[src/rtl/ipif_register_master.sv]
// IPIF bus initiator: converts single register read/write commands into IPIF
// bus2ip cycles with one-hot CE, waits for ack (bounded) and returns a response.
module ipif_register_master #(
  parameter int unsigned C_S_AXI_DATA_WIDTH = 32,
  parameter int unsigned C_S_AXI_ADDR_WIDTH = 32,
  parameter int unsigned N_REG              = 2,
  parameter int unsigned TIMEOUT_CYCLES     = 16
) (
  input  logic                          clk,
  input  logic                          reset,
  input  logic                          cmd_valid,
  output logic                          cmd_ready,
  input  logic                          cmd_write,
  input  logic [C_S_AXI_ADDR_WIDTH-1:0] cmd_addr,
  input  logic [C_S_AXI_DATA_WIDTH-1:0] cmd_wdata,
  output logic                          rsp_valid,
  input  logic                          rsp_ready,
  output logic [C_S_AXI_DATA_WIDTH-1:0] rsp_rdata,
  output logic [1:0]                    rsp_status,
  output logic [C_S_AXI_ADDR_WIDTH-1:0] IPIF_bus2ip_addr,
  output logic [C_S_AXI_DATA_WIDTH-1:0] IPIF_bus2ip_data,
  output logic [N_REG-1:0]              IPIF_bus2ip_rdce,
  output logic [N_REG-1:0]              IPIF_bus2ip_wrce,
  output logic                          IPIF_bus2ip_resetn,
  input  logic [C_S_AXI_DATA_WIDTH-1:0] IPIF_ip2bus_data,
  input  logic                          IPIF_ip2bus_rdack,
  input  logic                          IPIF_ip2bus_wrack
);

  localparam int unsigned DW    = C_S_AXI_DATA_WIDTH;
  localparam int unsigned AW    = C_S_AXI_ADDR_WIDTH;
  localparam int unsigned CNT_W = $clog2(TIMEOUT_CYCLES + 1);

  localparam logic [1:0] ST_OK      = 2'b00;
  localparam logic [1:0] ST_BADADDR = 2'b01;
  localparam logic [1:0] ST_TIMEOUT = 2'b10;

  typedef enum logic [1:0] {IDLE, ACCESS, RECOVER, RESP} state_e;

  state_e           state_q,      state_d;
  logic             cmd_ready_q,  cmd_ready_d;
  logic             rsp_valid_q,  rsp_valid_d;
  logic [DW-1:0]    rsp_rdata_q,  rsp_rdata_d;
  logic [1:0]       rsp_status_q, rsp_status_d;
  logic [AW-1:0]    addr_q,       addr_d;
  logic [DW-1:0]    data_q,       data_d;
  logic [N_REG-1:0] rdce_q,       rdce_d;
  logic [N_REG-1:0] wrce_q,       wrce_d;
  logic             resetn_q,     resetn_d;
  logic             is_write_q,   is_write_d;
  logic [CNT_W-1:0] cnt_q,        cnt_d;

  logic [N_REG-1:0] ce_sel;
  logic             ack;

  assign ce_sel = N_REG'(1) << cmd_addr;
  assign ack    = is_write_q ? IPIF_ip2bus_wrack : IPIF_ip2bus_rdack;

  always_comb begin
    state_d      = state_q;
    cmd_ready_d  = cmd_ready_q;
    rsp_valid_d  = rsp_valid_q;
    rsp_rdata_d  = rsp_rdata_q;
    rsp_status_d = rsp_status_q;
    addr_d       = addr_q;
    data_d       = data_q;
    rdce_d       = rdce_q;
    wrce_d       = wrce_q;
    resetn_d     = 1'b1;
    is_write_d   = is_write_q;
    cnt_d        = cnt_q;

    case (state_q)
      IDLE: begin
        if (cmd_valid && cmd_ready_q) begin
          cmd_ready_d = 1'b0;
          is_write_d  = cmd_write;
          if (cmd_addr >= AW'(N_REG)) begin
            state_d      = RESP;
            rsp_valid_d  = 1'b1;
            rsp_status_d = ST_BADADDR;
            rsp_rdata_d  = '0;
          end else begin
            state_d = ACCESS;
            addr_d  = cmd_addr;
            data_d  = cmd_write ? cmd_wdata : '0;
            cnt_d   = '0;
            if (cmd_write) wrce_d = ce_sel;
            else           rdce_d = ce_sel;
          end
        end else begin
          cmd_ready_d = 1'b1;
        end
      end
      // Matching ack is checked before the timeout so a same-cycle ack wins.
      ACCESS: begin
        if (ack || (cnt_q == CNT_W'(TIMEOUT_CYCLES - 1))) begin
          state_d      = RECOVER;
          rdce_d       = '0;
          wrce_d       = '0;
          addr_d       = '0;
          data_d       = '0;
          rsp_status_d = ack ? ST_OK : ST_TIMEOUT;
          rsp_rdata_d  = (ack && !is_write_q) ? IPIF_ip2bus_data : '0;
        end else begin
          cnt_d = cnt_q + CNT_W'(1);
        end
      end
      RECOVER: begin
        state_d     = RESP;
        rsp_valid_d = 1'b1;
      end
      RESP: begin
        if (rsp_ready) begin
          state_d     = IDLE;
          rsp_valid_d = 1'b0;
          cmd_ready_d = 1'b1;
        end
      end
      default: state_d = IDLE;
    endcase
  end

  always_ff @(posedge clk) begin
    if (reset) begin
      state_q      <= IDLE;
      cmd_ready_q  <= 1'b0;
      rsp_valid_q  <= 1'b0;
      rsp_rdata_q  <= '0;
      rsp_status_q <= ST_OK;
      addr_q       <= '0;
      data_q       <= '0;
      rdce_q       <= '0;
      wrce_q       <= '0;
      resetn_q     <= 1'b0;
      is_write_q   <= 1'b0;
      cnt_q        <= '0;
    end else begin
      state_q      <= state_d;
      cmd_ready_q  <= cmd_ready_d;
      rsp_valid_q  <= rsp_valid_d;
      rsp_rdata_q  <= rsp_rdata_d;
      rsp_status_q <= rsp_status_d;
      addr_q       <= addr_d;
      data_q       <= data_d;
      rdce_q       <= rdce_d;
      wrce_q       <= wrce_d;
      resetn_q     <= resetn_d;
      is_write_q   <= is_write_d;
      cnt_q        <= cnt_d;
    end
  end

  assign cmd_ready          = cmd_ready_q;
  assign rsp_valid          = rsp_valid_q;
  assign rsp_rdata          = rsp_rdata_q;
  assign rsp_status         = rsp_status_q;
  assign IPIF_bus2ip_addr   = addr_q;
  assign IPIF_bus2ip_data   = data_q;
  assign IPIF_bus2ip_rdce   = rdce_q;
  assign IPIF_bus2ip_wrce   = wrce_q;
  assign IPIF_bus2ip_resetn = resetn_q;

endmodule

[config.mk]
export PLATFORM = sky130hd
export DESIGN_NAME = ipif_register_master
export DESIGN_NICKNAME = d
export VERILOG_FILES = /design/src/rtl/ipif_register_master.sv
export SDC_FILE = /design/constraint.sdc
export NUM_CORES = 1
export LEC_CHECK = 0
export CORE_ASPECT_RATIO = 1.25
export CORE_MARGIN = 2
export CORE_UTILIZATION = 40
export CTS_CLUSTER_SIZE = 16
export DETAILED_ROUTE_END_ITERATION = 6
export HOLD_SLACK_MARGIN = 0.02
export PLACE_DENSITY = 0.81
export SYNTH_ARGS = -nofsm -noshare
export SYNTH_HDL_FRONTEND = slang
export SYNTH_SLANG_ARGS = --single-unit
[constraint.sdc]
create_clock -name clk -period 2.5 [get_ports clk]
set_input_delay 0.25 -clock clk [delete_from_list [all_inputs] [get_ports clk]]
set_output_delay 0.25 -clock clk [all_outputs]
set_load 0.02 [all_outputs]
==> flow_metrics.env <==
export IMPL_status="finished, final reports clean"
export IMPL_clk_pin_slew_ns=0.05
export IMPL_timing_final_ws_setup_ns=0.246
export IMPL_vias=3734
export IMPL_cts_sinks=113
export IMPL_grt_usage_pct=20.9
export IMPL_portBuffers=207
export IMPL_power_leakage_nw=2.79
export IMPL_dp_slack_ns=-0.00876
export IMPL_area_growth_syn_to_layout_pct=71.5
export IMPL_die_width_um=94.2
export IMPL_core_area_um2=10000
export IMPL_ys_types=44
export IMPL_p_comb_share_pct=23.8
export IMPL_final_core_util_pct=69.7
export IMPL_cpPeakStageDelay_ns=0.40
export IMPL_n_antenna_cell=0
export IMPL_cap_violations=0
export IMPL_finalMaxSlewViolations=0
export IMPL_skew_ns=0.00723
export IMPL_power_share_switching_pct=27.4
export IMPL_power_switching_w=0.00164
export IMPL_finalSetupViolations=0
export IMPL_grt_overflow_total=0
export IMPL_crit_path_start="state_q[0]"
export IMPL_worst_setup_path_type="reg2reg"
export IMPL_io_pins=208
export IMPL_cts_tree="yes"
export IMPL_dr_pass1_iters=4
export IMPL_final_common_cell="clkdlybuf4s50_1"
export IMPL_ys_ff_latch=113
export IMPL_hold_violations=0
export IMPL_antenna_found_initial=0
export IMPL_internal_power_w=0.00436
export IMPL_vdd_ir_drop_max_mv=0.485
export IMPL_synth_area_per_cell_um2=10.3
export IMPL_yosysTopAreaCellShare_pct=55.7
export IMPL_rr_endpoint="rsp_rdata[20]"
export IMPL_root_buffer="clkbuf_16"
export IMPL_async_flop_share_pct=0
export IMPL_syn_inst=393
export IMPL_setup_tns_ns=0
export IMPL_final_cell_mix="clkdlybuf4s50_1 (207), dfxtp_1 (113), nand2_1 (70)"
export IMPL_drive_gt1_share_pct=8.23
export IMPL_min_path_type="in2reg"
export IMPL_place_congestion=0.853
export IMPL_rows=41
export IMPL_worst_pin_slew_ns=0.692
export IMPL_r2r_cells=7
export IMPL_synth_edf_count=0
export IMPL_synth_warnings=0
export IMPL_h_tree_depth=4
export IMPL_cp_endpoint="rsp_rdata[20]"
export IMPL_finalCriticalPeriod_ns=2.25
export IMPL_drt_total_wl_um=11400
export IMPL_cts_setup_buffers=0
export IMPL_multiInputGateArea_um2=1700
export IMPL_seq_area_frac_synth_pct=55.7
export IMPL_final_period_utilization_pct=90.2
export IMPL_die_area_um2=11000
export IMPL_holdWs_ns=0.402
export IMPL_drc=0
export IMPL_cts_buffers=17
export IMPL_synth_top_area_cell="dfxtp_1"
export IMPL_initial_utilization_pct=40.6
export IMPL_reg2reg_from="state_q[0]"
export IMPL_postRouteAntennaNets=0
export IMPL_synth_fp_nets=502
export IMPL_grt_pass1_vias=3791
export IMPL_clk_latency_ns=0.40
export IMPL_seqPwrFrac_pct=33.6
export IMPL_crit_arrival_ns=2.59
export IMPL_cp_start_kind="register"
export IMPL_die_h_um=117
export IMPL_crit_chain="inv_1 -> ha_1 -> and3_1 -> o21ai_1 -> a2111oi_4 -> buf_4 -> a22o_1"
export IMPL_via_per_inst=4.99
export IMPL_regToRegSetupSlack_ns=0.25
export IMPL_synth_flop_cell="dfxtp_1"
export IMPL_synth_area_um2=4060
export IMPL_cp_end_kind="register"
export IMPL_wire_per_inst_um=15.2
export IMPL_regArea_um2=2260
export IMPL_drtIter0Drc=96
export IMPL_fillCellCount=771
export IMPL_power_frac_clock_pct=42.6
export IMPL_cp_required_ns=2.84
export IMPL_powerDensity_nw_per_um2=860
export IMPL_clockBufferDepth=2
export IMPL_grt_max_degree=36
export IMPL_place_hpwl_um=8280
export IMPL_rsz0062_at_grt="false"
export IMPL_cpMaxStageDelayCell="a2111oi_4"
export IMPL_cp_max_fo=32
export IMPL_relSlewSlack_pct=53.7
export IMPL_grt_pass1_wl_um=17900
export IMPL_synthTopCellsByArea="dfxtp_1 (56%), mux2i_1 (8.4%), a22o_1 (7.8%), nand2_1 (6.6%), and2_1 (4.8%)"
export IMPL_fmax_mhz=444
export IMPL_total_power_w=0.00600
export IMPL_nets=717
-- how the worst min path moves through the flow --
stage                        startpoint  cells past startpoint                    to
detailed placement  IPIF_bus2ip_addr[2]                      1   IPIF_bus2ip_addr[2]
CTS                        cmd_wdata[5]                      3   IPIF_bus2ip_data[5]
finish                     cmd_wdata[5]                      3   IPIF_bus2ip_data[5]
floorplan                   cmd_addr[0]                      1   IPIF_bus2ip_rdce[1]
global placement    IPIF_bus2ip_addr[6]                      1   IPIF_bus2ip_addr[6]
global route              cmd_wdata[22]                      3  IPIF_bus2ip_data[22]
-- per-layer routing --
layer / global-route usage [%] / up-vias / routed length, µm
met5: 0 / - / 0
met4: 11.0 / 0 / 280
met3: 8.19 / 24 / 900
met2: 34.4 / 148 / 5650
met1: 23.5 / 1754 / 4530
li1: - / 1808 / -
-- state kept, by name, summed over array words and instances (netlist names), 2 cells and up --
name and count:
IPIF_bus2ip_addr 32, IPIF_bus2ip_wrce 2, state_q 2, IPIF_bus2ip_rdce 2, IPIF_bus2ip_data 32, rsp_rdata 32
cnt_q 5, rsp_status 2
-- final cells by class --
cell class                      instances  share of cell area (%)
Clock buffer                           22                    6.95
Clock inverter                          9                    2.21
Inverter                               11                   0.592
Multi-Input combinational cell        249                    24.4
Sequential cell                       113                    32.5
Tap cell                              129                    2.32
Timing Repair Buffer                  216                    31.1
-- through the flow --
stage | instances | area [µm²]
floorplan | 393 | 4060
global placement | 718 | 6330
detailed placement | 718 | 6330
CTS | 749 | 6970
global route | 749 | 6970
finish | 749 | 6970
-- cell usage after synthesis, types with 3 or more instances --
master    instances
ha_1              6
nor3_1            3
a21oi_1          10
buf_2             6
o22ai_1           3
or4_1             3
nor4_2            3
nand3_1           4
nor2_1            7
nand2_1          71
inv_1            10
dfxtp_1         113
clkbuf_1         13
o31ai_1           4
nor4_1            3
o21ai_0           3
nand2b_1          3
mux2i_1          34
a22o_1           36
and2_1           31
-- power groups by stage --
stage	logic [W]	clock network (W)	registers, W
2_1_floorplan	0.000680	0	0.00215
3_3_place_gp	0.00137	0	0.00203
3_5_place_dp	0.00141	0	0.00204
4_1_cts	0.00143	0.00260	0.00201
5_1_grt	0.00155	0.00268	0.00202
6_report	0.00143	0.00256	0.00201
-- critical path, delay by kind of cell, from the launching register on --
family	cells	cell delay (ns)
flip-flops	1	0.34
buffers and inverters	2	0.52
adder cells (fa/ha/maj)	1	0.35
AO/OA/AOI/OAI	3	0.73
AND/OR/NAND/NOR	1	0.26
-- cells by family (layout without fill, tap and decap cells) --
| family | count (synthesis) | in the layout | synth area share (%) |
|---|---|---|---|
| compound gates | 70 | 70 | 13.5 |
| fa+ha+maj | 6 | 6 | 1.85 |
| buf+inv | 31 | 258 | 3.05 |
| flops | 113 | 113 | 55.7 |
| mux | 34 | 34 | 8.37 |
| simple gates | 139 | 139 | 17.6 |
-- timing repair --
item | in CTS | in global routing
endpoints found under the setup margin | 4 | 0
gates resized for setup | 1 | 0
hold buffers | 0 | 0
No activity file was read; power rests on OpenSTA's default activity.
==> RTL edit 1, RTL diff (same settings) <==
The parameter `C_S_AXI_DATA_WIDTH` goes from 32 to 48.
--- a/src/rtl/ipif_register_master.sv
+++ b/src/rtl/ipif_register_master.sv
@@ -3,3 +3,3 @@
 module ipif_register_master #(
-  parameter int unsigned C_S_AXI_DATA_WIDTH = 32,
+  parameter int unsigned C_S_AXI_DATA_WIDTH = 48,
   parameter int unsigned C_S_AXI_ADDR_WIDTH = 32,
Ports: changed (resized IPIF_bus2ip_data, IPIF_ip2bus_data, cmd_wdata and rsp_rdata); port bits go from 208 to 272. No check against the original RTL was run, so the function may have changed too.
==> RTL edit 1 against the unedited design <==
- utilization fell by 1.9 points
- routed wire length is 41% higher
- worst setup slack lost 0.14 ns
- synthesized cell count up 35%
- synthesized area increased by 34%
- power rose by 19%
- sequential cell count up 32
- design area increased by 29%
- largest power group is now registers
==> RTL edit 1: results (changes against the unedited design) <==
[timing]
finalHoldWorstSlack_ns = 0.378  ; -0.0240 ns
finClkSkew_ns = 0.00843  ; +0.00121 ns
worst_slew_pin_slew_ns = 0.609  ; -0.0835 ns

[hold_path]
min_from = cmd_wdata[46]
min_path_type = in2reg
hold_path_depth = 3  ; unchanged
min_to = IPIF_bus2ip_data[46]

[clock_tree]
ctsResizeCount = 0  ; -1
cts_root_buf = clkbuf_16
h-tree-depth = 4  ; unchanged
numCtsBuffers = 17  ; unchanged
clk_transition_reported_paths_ns = 0.06
clk-insertion-delay-late_ns = 0.42  ; +0.02 ns
cts_setup_buffers = 0  ; unchanged
cts_max_path_buffers = 2  ; unchanged

[power]
p_leak_nw = 3.61  ; +29%
ir_drop_mv = 0.499  ; +3.0%

[synth]
synth_edf_count = 0  ; unchanged
synthArstFlopShare_pct = 0  ; unchanged
ys_top_cells_by_count = dfxtp_1 (145), nand2_1 (107), mux2i_1 (50)
synth_seq_area_share_pct = 53.5  ; -2.2 points
ys.flop_type = dfxtp_1
yosysUniqueCellTypes = 48  ; +9.1%
postSynthCellCount = 530  ; +35%
synth_area_leaders = dfxtp_1 (53%), mux2i_1 (9.2%), a22o_1 (7.7%)
yosys_warnings = 0  ; unchanged
syn_nets = 671  ; +34%

[worst_setup_path]
r2r_cells = 10  ; +3
cp_max_fo = 48  ; +50%
r2r_setup_slack_ns = 0.10  ; -0.14 ns
r2r-end = rsp_rdata[1]
r2r-start = cnt_q[0]

[place]
dp_cells = 951  ; +32%
gp_congestion = 0.868  ; +1.8%
post-dp-hpwl_um = 11700  ; +41%
io_buffers = 271  ; +31%
postPlaceCellArea_um2 = 8350  ; +32%

[route]
drtIter0Drc = 184  ; +92%
wirelength_um = 16000  ; +41%
drt-vias-per-instance = 5.06  ; +1.5%
firstDrtPassIters = 4  ; unchanged

[global_route]
grt_pass1_wl_um = 24800  ; +38%
antenna_found_initial = 0  ; unchanged
grt_pass1_vias = 5035  ; +33%
grt_max_degree = 56  ; +56%
grtUsageTotal_pct = 21.6  ; +0.66 points

[cells_and_area]
num-fill-cells = 999  ; +30%
fin_cells = 983  ; +31%
fin_nets = 940  ; +31%
diodes = 0  ; unchanged
drive_gt1_share_pct = 7.27  ; -0.96 points

[run_status]
outcome = complete, no violations

RTL edit 1: changes by cell type after synthesis, moves of 5 or more:
cell      unedited run  this run
a22o_1              36        48
dfxtp_1            113       145
buf_6                0         5
nor2_1               7        14
mux2i_1             34        50
nand2_1             71       107
clkbuf_1            13        20
RTL edit 1: cell type report:
cell class	instances	share of cell area [%]
clock buffers	20	4.98
clock inverters	12	1.61
inverters	10	0.419
multi-input cells	339	26.1
flip-flops and latches	145	32.4
well taps	171	2.39
repair buffers	286	32.1
RTL edit 1: how the worst max path moves through the flow:
stage               startpoint              endpoint  slack (ns)  cells past startpoint
finish                cnt_q[0]          rsp_rdata[1]        0.10                     10
CTS                   cnt_q[0]  IPIF_bus2ip_addr[18]        0.02                      7
detailed placement    cnt_q[0]  IPIF_bus2ip_addr[28]        0.04                      7
floorplan             cnt_q[0]         rsp_rdata[22]        0.45                     10
global route          cnt_q[0]          rsp_rdata[1]        0.01                     10
global placement      cnt_q[0]   IPIF_bus2ip_addr[9]        0.18                      7
RTL edit 1: per-layer routing:
layer	GRT usage (%)	vias up	routed length, µm
met5	0	-	0
met4	7.62	0	298
met3	7.14	30	1370
met2	38.9	212	8320
met1	23.4	2343	6040
li1	-	2391	-
RTL edit 1: report_power, final:
part           total, mW  leakage, nW  switching (mW)  internal, mW
clock               2.53        0.291            1.01          1.52
sequential          2.59         1.17           0.109          2.49
combinational       1.99         2.14            1.06         0.938
RTL edit 1: per-stage QoR:
step                      setup WS [ns]  utilization [%]
final                             0.101             67.7
after global routing             0.0104             67.7
after floorplan                   0.447                -
after global placement            0.184             63.1
after detailed placement         0.0447             63.1
after CTS                        0.0214             67.6
RTL edit 1: critical path, cell delays in order, from the launching register on:
cell     delay, ns
dfxtp_1       0.41
ha_1          0.23
and3_1        0.17
ha_1          0.23
inv_1         0.12
a32oi_4       0.29
buf_4         0.18
o31a_4        0.18
nor2_4        0.04
buf_12        0.18
a22o_1        0.21
RTL edit 1: cell families after synthesis:
kind of cell / Yosys count / share of synthesized area [%]
AO/OA/AOI/OAI: 93 / 13.8
adder cells (fa/ha/maj): 6 / 1.38
buffers and inverters: 46 / 4.24
flip-flops: 145 / 53.5
multiplexers: 51 / 9.42
AND/OR/NAND/NOR: 189 / 17.6
==> RTL edit 2, RTL diff (same settings) <==
Without the edit above. Register the output `rsp_status` once more, without a reset; this adds one clock of latency there. The other outputs are not delayed to match.
--- a/src/rtl/ipif_register_master.sv
+++ b/src/rtl/ipif_register_master.sv
@@ -156,3 +156,5 @@
   assign rsp_rdata          = rsp_rdata_q;
-  assign rsp_status         = rsp_status_q;
+  always_ff @(posedge clk) begin
+    rsp_status <= rsp_status_q;
+  end
   assign IPIF_bus2ip_addr   = addr_q;
Formal check against the unedited RTL: not equivalent (Yosys sat finds a counterexample within 4 cycles, from zero or initial values and one cycle with reset high).
==> RTL edit 2 against the unedited design <==
- fmax is 2.3% lower
- design area is 3.2% higher
- sequential cell count up 2
- power down 3.1%
- non-clock buffer count increased by 13
- synthesized cell count rose by 4.1%
- die area up 4.2%
- register-to-register slack better by 0.09 ns
- synthesized area up 4.4%
- routed wire length rose by 9.5%
- worst setup slack got worse by 0.054 ns
- critical endpoint is now rsp_rdata[8]
- highest routed layer unchanged
==> RTL edit 2: results (changes against the unedited design) <==
[run_status]
outcome = complete, no violations

[place]
dp_slack_ns = -0.199  ; -0.191 ns
gp_congestion = 0.823  ; -3.4%
postPlaceCellArea_um2 = 6580  ; +3.9%
dp_cells = 748  ; +4.2%
post-dp-hpwl_um = 8970  ; +8.3%

[clock_tree]
h-tree-depth = 4  ; unchanged
clk_transition_reported_paths_ns = 0.06
numCtsBuffers = 17  ; unchanged
ctsResizeCount = 0  ; -1

[route]
wirelength_um = 12400  ; +9.5%
dr_wl_met3_um = 1380  ; +54%
drtIter0Drc = 152  ; +58%
drt-vias-per-instance = 4.98  ; about the same
routedWlPerCell_um = 15.9  ; +5.1%
wl_met2_um = 6280  ; +11%
met1_length_um = 4630  ; +2.2%
firstDrtPassIters = 4  ; unchanged

[power]
ir_drop_mv = 0.483  ; -0.40%
pg_clk_mw = 2.49  ; -3%
switching_share_pct = 28.0  ; +0.61 points
p_sw_mw = 1.63  ; -0.91%
p_leak_nw = 2.95  ; +5.7%
power_frac_seq_pct = 35.0  ; +1.4 points

[synth]
synthXorXnorAreaFrac_pct = 0  ; unchanged
ys_top_cells_by_count = dfxtp_1 (115), nand2_1 (74), mux2i_1 (38)
yosysUniqueCellTypes = 46  ; +4.5%
yosys_warnings = 0  ; unchanged
synth_seq_area_share_pct = 54.3  ; -1.4 points
postSynthCellCount = 409  ; +4.1%
synth_compound_gate_area_share_pct = 12.1  ; -1.4 points
syn_nets = 518  ; +3.2%
synthAdderAreaFrac_pct = 1.77  ; -0.077 points
synthMuxAreaShare_pct = 9.23  ; +0.86 points
synth_area_leaders = dfxtp_1 (54%), mux2i_1 (9.0%), a22o_1 (6.6%)

[cells_and_area]
num-fill-cells = 787  ; +2.1%
syn_to_final_growth_pct = 69.6
drive_gt1_share_pct = 11.0  ; +2.7 points
fin_nets = 744  ; +3.8%

[global_route]
grt_max_degree = 38  ; +5.6%
grt_use_met3_pct = 10.2  ; +2.1 points
met2_usage_pct = 38.8  ; +4.3 points
grtUsageMet1_pct = 22.5  ; -1.0 points
grtUsageTotal_pct = 21.9  ; +0.98 points
grt_pass1_vias = 4039  ; +6.5%
grt_pass1_wl_um = 19400  ; +8.2%
antenna_found_initial = 0  ; unchanged

[timing]
finClkSkew_ns = 0.00698  ; -0.000243 ns
worst_slew_pin_slew_ns = 0.560  ; -0.132 ns

[worst_setup_path]
crit_family = simple AND/OR/NAND/NOR gates
crit_arrival_ns = 2.60  ; about the same
cp_slowest_cell = or4_1
critical-path-max-stage-delay_ns = 0.56  ; +0.16 ns

[hold_path]
min_path_type = reg2reg

-- RTL edit 2: cell count changes in the layout (fill, tap and decap cells not counted), moves of 4 or more --
cell and delta:
nor2_1 +13, buf_4 +11, a22o_1 -4, mux2i_1 +4, nand2_1 +4
-- RTL edit 2: worst paths after layout --
check | cells past startpoint | slack, ns | end | from
setup / recovery | 7 | 0.19 | rsp_rdata[8] | cmd_addr[7]
hold / removal | 0 | 0.36 | rsp_status[0] | rsp_status_q[0]
setup reg to reg | 10 | 0.34 | rsp_rdata[8] | cnt_q[0]
hold reg to reg | 0 | 0.36 | rsp_status[0] | rsp_status_q[0]
-- RTL edit 2: kinds of logic after synthesis --
logic type | after synthesis
fa+ha+maj | 6
simple gates | 159
mux | 39
buf+inv | 29
compound gates | 61
flops | 115
-- RTL edit 2: final cells by class --
cell class | count | area share, %
flip-flops and latches | 115 | 32.0
clock buffers | 18 | 6.11
clock inverters | 14 | 2.47
inverters | 7 | 0.365
well taps | 132 | 2.30
multi-input cells | 265 | 25.0
repair buffers | 229 | 31.8
